--- config.mk ---
export PLATFORM = sky130hd
export DESIGN_NAME = scv_keymatrix
export DESIGN_NICKNAME = d
export VERILOG_FILES = /design/src/rtl/scv_pkg.sv /design/src/rtl/key_stretch.sv /design/src/rtl/scv_keymatrix.sv
export SDC_FILE = /design/constraint.sdc
export NUM_CORES = 1
export LEC_CHECK = 0
export CORE_UTILIZATION = 40
export CTS_CLUSTER_SIZE = 24
export DETAILED_ROUTE_END_ITERATION = 10
export REMOVE_ABC_BUFFERS = 1
export SYNTH_ARGS = -nofsm -noshare
export SYNTH_HDL_FRONTEND = slang
export SYNTH_SLANG_ARGS = --single-unit
--- constraint.sdc ---
create_clock -name CLK_SYS -period 3.1 [get_ports CLK_SYS]
set_input_delay 0.31 -clock CLK_SYS [delete_from_list [all_inputs] [get_ports CLK_SYS]]
set_output_delay 0.31 -clock CLK_SYS [all_outputs]
set_load 0.01 [all_outputs]
--- src/rtl/scv_pkg.sv ---
// Shared SCV types: the merged controller/keypad state and the key-matrix map
// used to present that state to the CPU.
package scv_pkg;

    typedef struct packed {
        logic t2;
        logic t1;
        logic u;
        logic d;
        logic l;
        logic r;
    } pad_t;

    typedef struct packed {
        pad_t       c1;
        pad_t       c2;
        logic [9:0] num;
        logic       cl;
        logic       en;
        logic       pause;
    } hmi_t;

    localparam int unsigned NUM_KEYS = $bits(hmi_t);

    // Key indices are the bit positions of each field inside a packed hmi_t
    localparam logic [4:0] KEY_PAUSE = 5'd0;
    localparam logic [4:0] KEY_EN    = 5'd1;
    localparam logic [4:0] KEY_CL    = 5'd2;
    localparam logic [4:0] KEY_NUM0  = 5'd3;
    localparam logic [4:0] KEY_NUM8  = 5'd11;
    localparam logic [4:0] KEY_NUM9  = 5'd12;
    localparam logic [4:0] KEY_C2_R  = 5'd13;
    localparam logic [4:0] KEY_C1_R  = 5'd19;

    localparam int unsigned MTX_COLS = 8;
    localparam int unsigned MTX_ROWS = 8;

    typedef enum logic [1:0] {
        KS_IDLE,
        KS_ARMED,
        KS_AGED
    } keyfsm_t;

    // Returns {valid, key index} for a column/row position; valid=0 means released
    function automatic logic [5:0] key_at(input logic [2:0] col, input logic [2:0] row);
        logic [5:0] m;
        m = '0;
        case (col)
            3'd0: if (row < 3'd6) m = {1'b1, KEY_C1_R + {2'b00, row}};
            3'd1: if (row < 3'd6) m = {1'b1, KEY_C2_R + {2'b00, row}};
            3'd2: m = {1'b1, KEY_NUM0 + {2'b00, row}};
            3'd3: begin
                case (row)
                    3'd0: m = {1'b1, KEY_NUM8};
                    3'd1: m = {1'b1, KEY_NUM9};
                    3'd2: m = {1'b1, KEY_CL};
                    3'd3: m = {1'b1, KEY_EN};
                    default: m = '0;
                endcase
            end
            default: m = '0;
        endcase
        return m;
    endfunction

endpackage

--- src/rtl/key_stretch.sv ---
// Per-key press stretcher: a rising edge arms the key, and it is released
// only after two further ticks of the shared timer.
module key_stretch
    import scv_pkg::*;
(
    input  logic CLK_SYS,
    input  logic RESB,
    input  logic rise,
    input  logic tick,
    output logic active
);

    keyfsm_t state, state_nxt;

    always_ff @(posedge CLK_SYS or negedge RESB) begin
        if (!RESB) state <= KS_IDLE;
        else       state <= state_nxt;
    end

    // A new press always restarts the window, even on a tick cycle
    always_comb begin
        state_nxt = state;
        if (rise) begin
            state_nxt = KS_ARMED;
        end else if (tick) begin
            case (state)
                KS_ARMED: state_nxt = KS_AGED;
                KS_AGED:  state_nxt = KS_IDLE;
                default:  state_nxt = state;
            endcase
        end
    end

    always_comb begin
        active = (state != KS_IDLE);
    end

endmodule

--- src/rtl/scv_keymatrix.sv ---
// SCV key matrix: stretches HMI key presses and serves them to the CPU as
// active-low rows selected by active-low column strobes; pause is split out.
module scv_keymatrix
    import scv_pkg::*;
#(
    parameter int unsigned HOLD_CYCLES = 200000,
    parameter int unsigned HOLD_W      = 18
) (
    input  logic       CLK_SYS,
    input  logic       RESB,
    input  hmi_t       HMI,
    input  logic [7:0] PA_O,
    output logic [7:0] PB_I,
    output logic       PAUSE
);

    hmi_t                raw_p0;
    hmi_t                raw_p1;
    logic [NUM_KEYS-1:0] raw_v;
    logic [NUM_KEYS-1:0] raw_d_v;
    logic [NUM_KEYS-1:0] rise;
    logic [NUM_KEYS-1:0] active;
    logic [NUM_KEYS-1:0] eff;
    logic [HOLD_W-1:0]   tick_cnt;
    logic                tick;
    logic [7:0]          row_hit;

    // Stage p0: HMI capture, p1: previous sample for edge detection
    always_ff @(posedge CLK_SYS or negedge RESB) begin
        if (!RESB) begin
            raw_p0 <= '0;
            raw_p1 <= '0;
        end else begin
            raw_p0 <= HMI;
            raw_p1 <= raw_p0;
        end
    end

    assign raw_v   = raw_p0;
    assign raw_d_v = raw_p1;
    assign rise    = raw_v & ~raw_d_v;

    always_ff @(posedge CLK_SYS or negedge RESB) begin
        if (!RESB)     tick_cnt <= '0;
        else if (tick) tick_cnt <= '0;
        else           tick_cnt <= tick_cnt + HOLD_W'(1);
    end

    assign tick = (tick_cnt == HOLD_W'(HOLD_CYCLES - 1));

    for (genvar k = 0; k < NUM_KEYS; k++) begin : g_key
        key_stretch u_key (
            .CLK_SYS (CLK_SYS),
            .RESB    (RESB),
            .rise    (rise[k]),
            .tick    (tick),
            .active  (active[k])
        );
    end

    assign eff = raw_v | active;

    // Any strobed column pulls a row low when its mapped key is asserted
    always_comb begin
        logic [5:0] m;
        row_hit = '0;
        m       = '0;
        for (int c = 0; c < MTX_COLS; c++) begin
            for (int n = 0; n < MTX_ROWS; n++) begin
                m = key_at(3'(c), 3'(n));
                if (m[5] && !PA_O[c]) row_hit[n] = row_hit[n] | eff[m[4:0]];
            end
        end
    end

    // Stage p2: registered CPU row data and pause level
    always_ff @(posedge CLK_SYS or negedge RESB) begin
        if (!RESB) begin
            PB_I  <= 8'hFF;
            PAUSE <= 1'b0;
        end else begin
            PB_I  <= ~row_hit;
            PAUSE <= eff[KEY_PAUSE];
        end
    end

endmodule

==> results.md <==
## CTS
- **setup repair bufs after CTS** 0
- **Worst-path clk slew** 60 ps
- **maximum count of clock buffers along a single path** 2
- **TritonCTS clock tree** yes
- **clock root buffer** clkbuf_16
- **H-tree depth reported by CTS** 4
- **clock latency of the later-clocked register in the worst-skew pair** 420 ps
- **sinks on the clock net** 127
- **Resized Gates After CTS** 0
- **CTS hold repair buffers** 0
- **number of buffers created by CTS** 17

## Finish
- **number of antenna diodes** 0
- **post-route core utilization** 51.65%
- **top library cells by usage in the layout, fill and taps aside** 119 x dfrtp_1, 40 x o21ai_0, 38 x clkdlybuf4s50_1, 33 x nand3_1, 27 x nor3_1
- **signed area change from the synthesized netlist to the final layout** 24.58%
- **share of final-layout standard cells stronger than drive strength 1** 11.51%
- **most common cell after layout, fill and taps aside** dfrtp_1
- **Final #Nets** 492
- **Final Instance Count excl. Fillers** 612

## Placement
- **number of buffer cells added on primary ports** 39
- **HPWL after detailed placement** 6084 µm
- **Cells after DPL** 580
- **Final Wtd Congestion** 0.7534

## Power and ir drop
- **worst ir drop on vdd** 0.3625 mV
- **power density cells** 658.2 nW/µm²
- **leakage power figure** 2.411 nW
- **total design power** 3.932 mW

## Die
- **Total Die Area** 12430 µm²
- **Die Height** 111.5 µm
- **I/O pin count** 44
- **Initial Util** 41.46%
- **total number of placement rows** 39
- **Die Span X** 111.5 µm
- **core outline area** 11560 µm²

## Detailed routing
- **Antenna Violating Nets Remaining** 0
- **vias after detailed routing** 3313
- **average detailed-routed wire length per instance** 15.92 µm
- **initial drt markers** 201
- **first-pass iteration count of the detailed router** 8
- **total length of routed wires** 9741 µm
- **via-per-instance ratio** 5.413
- **number of remaining DRC errors** 2

## Critical path
- **type of the worst setup path** reg -> reg
- **CP endpoint kind** flop
- **slowest stage cell, crit path** dfrtp_1
- **cell-by-cell trace of the critical path** ha_1, and4_1, nand3_1, buf_4, o31ai_1, o21ai_0
- **flop2flop setup slack** 920 ps
- **worst-path maximum fanout** 28
- **worst reg2reg endpoint** g_key[6].u_key.state[0]$_DFFE_PN0P_
- **WP data required** 3380 ps
- **critical path's largest stage delay** 380 ps
- **worst reg-to-reg path cell count** 6
- **origin of the critical flop-to-flop path** tick_cnt[0]$_DFF_PN0_
- **worst endpoint data arrival time** 2470 ps
- **Critical Path Source Type** flop

## STA
- **final setup vio count** 0
- **worst max-slew margin expressed relative to the limit** 44.62%
- **number of max-slew violations in the final report** 0
- **sum of negative setup slack** 0 ps
- **min cycle time layout** 2183 ps
- **count of endpoints failing hold in the final timing report** 8
- **Max Clock Skew** 15.93 ps
- **pin slew with the least headroom to its limit** 830.7 ps
- **setup repair after global routing missed its margin** false
- **final worst path period share** 70.43%
- **max frequency** 0.4580 GHz
- **Post-Route Hold Slack** -13.59 ps

## Flow run
- **MaxCap Viol Count** 0

## Logic synthesis
- **parity-gate share of the synthesized area counting xor and xnor cells** 2.192%
- **post-synth cell types** 34
- **synthesized cell area** 4795 µm²
- **number of warnings printed during yosys synthesis** 0
- **post-synthesis share of cell area spent on full adders, half adders and majority gates** 0.2610%
- **combinational family with the most area after synthesis** simple AND/OR/NAND/NOR gates
- **post-synthesis sequential area ratio** 66.49%
- **Post-Synthesis Mean Instance Area** 11.75 µm²
- **Gate Count Post-Synth** 408
- **post-synthesis mux area share** 0%
- **basic-gate share of the synthesized area counting and, or, nand and nor cells** 14.56%
- **register bit count reported by yosys** 127
- **synthesized-area fraction occupied by ao, oa, aoi and oai cells** 13.78%

## GRT
- **grt total ovfl** 0
- **via count of the first global-routing pass** 3411
- **antenna violations before repair** 0
- **global routing usage summed across all routing layers** 17.66%
- **first-pass GRT wire length** 16790 µm
- **largest net degree at the start of global routing** 68

## Outcome
- **status** finished, violations left
- **failing checks** design-rule violations, negative hold slack

## Worst hold path
- **worst min-delay path category** in -> async

-- sequential cells by signal, indices dropped and copies added (netlist names) --
register / count
raw_d_v: 25
raw_p0: 25
PB_I: 8
PAUSE: 1
g_key.u_key.state: 50
tick_cnt: 18
-- cell usage after synthesis --
| cell type | count | area, µm² |
|---|---|---|
| and4b_1 | 1 | 10.01 |
| a2bb2oi_1 | 13 | 113.9 |
| or4_1 | 1 | 7.510 |
| and4_2 | 1 | 10.01 |
| or3_1 | 2 | 12.51 |
| a21boi_0 | 1 | 7.510 |
| o31ai_1 | 26 | 195.2 |
| a21oi_1 | 15 | 75.07 |
| nor4bb_1 | 1 | 10.01 |
| nand2_2 | 2 | 12.51 |
| nand2_1 | 4 | 15.01 |
| xnor2_1 | 3 | 26.28 |
| nor2_1 | 19 | 71.32 |
| nor2b_1 | 14 | 87.58 |
| xor2_1 | 9 | 78.83 |
| nor3_1 | 27 | 135.1 |
| or4_4 | 1 | 11.26 |
| or2_1 | 1 | 6.260 |
| and3_1 | 1 | 6.260 |
| nand3_1 | 33 | 165.2 |
| inv_1 | 16 | 60.06 |
| or2_2 | 2 | 12.51 |
| clkbuf_1 | 12 | 45.04 |
| nand2b_1 | 12 | 75.07 |
| nor4_1 | 1 | 6.260 |
| ha_1 | 1 | 12.51 |
| dfrtp_1 | 119 | 2978 |
| o21ai_0 | 40 | 200.2 |
| nand4_1 | 3 | 18.77 |
| dfstp_2 | 8 | 210.2 |
| buf_2 | 5 | 25.02 |
| and4_1 | 2 | 17.52 |
| and2_2 | 1 | 7.510 |
| o22ai_1 | 11 | 68.82 |
-- power breakdown --
group / internal, mW / leakage [nW] / total (mW) / switching (mW)
clock: 1.37 / 0.296 / 2.09 / 0.728
sequential: 1.70 / 1.48 / 1.72 / 0.0218
combinational: 0.0602 / 0.636 / 0.116 / 0.0559
-- per-stage QoR --
stage / worst slack, ps / area, µm²
floorplan: 679.2 / 4725
global placement: 1005 / 5344
detailed placement: 961.5 / 5344
CTS: 893.1 / 5973
global route: 670.4 / 5973
finish: 916.8 / 5973
-- per-layer routing --
| layer | part of all wire, % | track usage [%] | vias to the layer above |
|---|---|---|---|
| li1 | - | - | 1562 |
| met1 | 45 | 22.27 | 1661 |
| met2 | 49 | 28.00 | 75 |
| met3 | 4.4 | 5.444 | 15 |
| met4 | 1.8 | 8.108 | 0 |
| met5 | 0 | 0 | - |
-- layout make-up --
type                            instances  area, µm²
Clock buffer                           19      442.9
Clock inverter                         13      186.4
Fill cell                            1010       5592
Inverter                               16      60.06
Multi-Input combinational cell        248       1476
Sequential cell                       127       3188
Tap cell                              143      178.9
Timing Repair Buffer                   46      440.4
-- cell families (layout without fill, tap and decap cells) --
logic type / after synthesis / in the layout
and+or+nand+nor: 129 / 129
DFF: 127 / 127
AOI/OAI and AO/OA: 106 / 106
buffers and inverters: 33 / 94
xor gates and xnor gates: 12 / 12
adders and majority gates: 1 / 1
-- worst max-delay path, delay by kind of cell (launching register included) --
kind,cells,cell delay [ps]
and+or+nand+nor,2,670
DFF,1,380
adders and majority gates,1,210
buffers and inverters,1,380
AOI/OAI and AO/OA,2,400
-- worst max path at each step --
stage,start,to,slack (ps),cells after the start
floorplan,tick_cnt[0]$_DFF_PN0_,tick_cnt[10]$_DFF_PN0_,680,5
global placement,tick_cnt[0]$_DFF_PN0_,g_key[6].u_key.state[0]$_DFFE_PN0P_,1010,6
detailed placement,tick_cnt[0]$_DFF_PN0_,g_key[4].u_key.state[0]$_DFFE_PN0P_,960,6
CTS,tick_cnt[0]$_DFF_PN0_,g_key[6].u_key.state[0]$_DFFE_PN0P_,890,6
global route,tick_cnt[0]$_DFF_PN0_,g_key[12].u_key.state[0]$_DFFE_PN0P_,670,6
finish,tick_cnt[0]$_DFF_PN0_,g_key[6].u_key.state[0]$_DFFE_PN0P_,920,6
No activity file was read; power rests on OpenSTA's default activity.
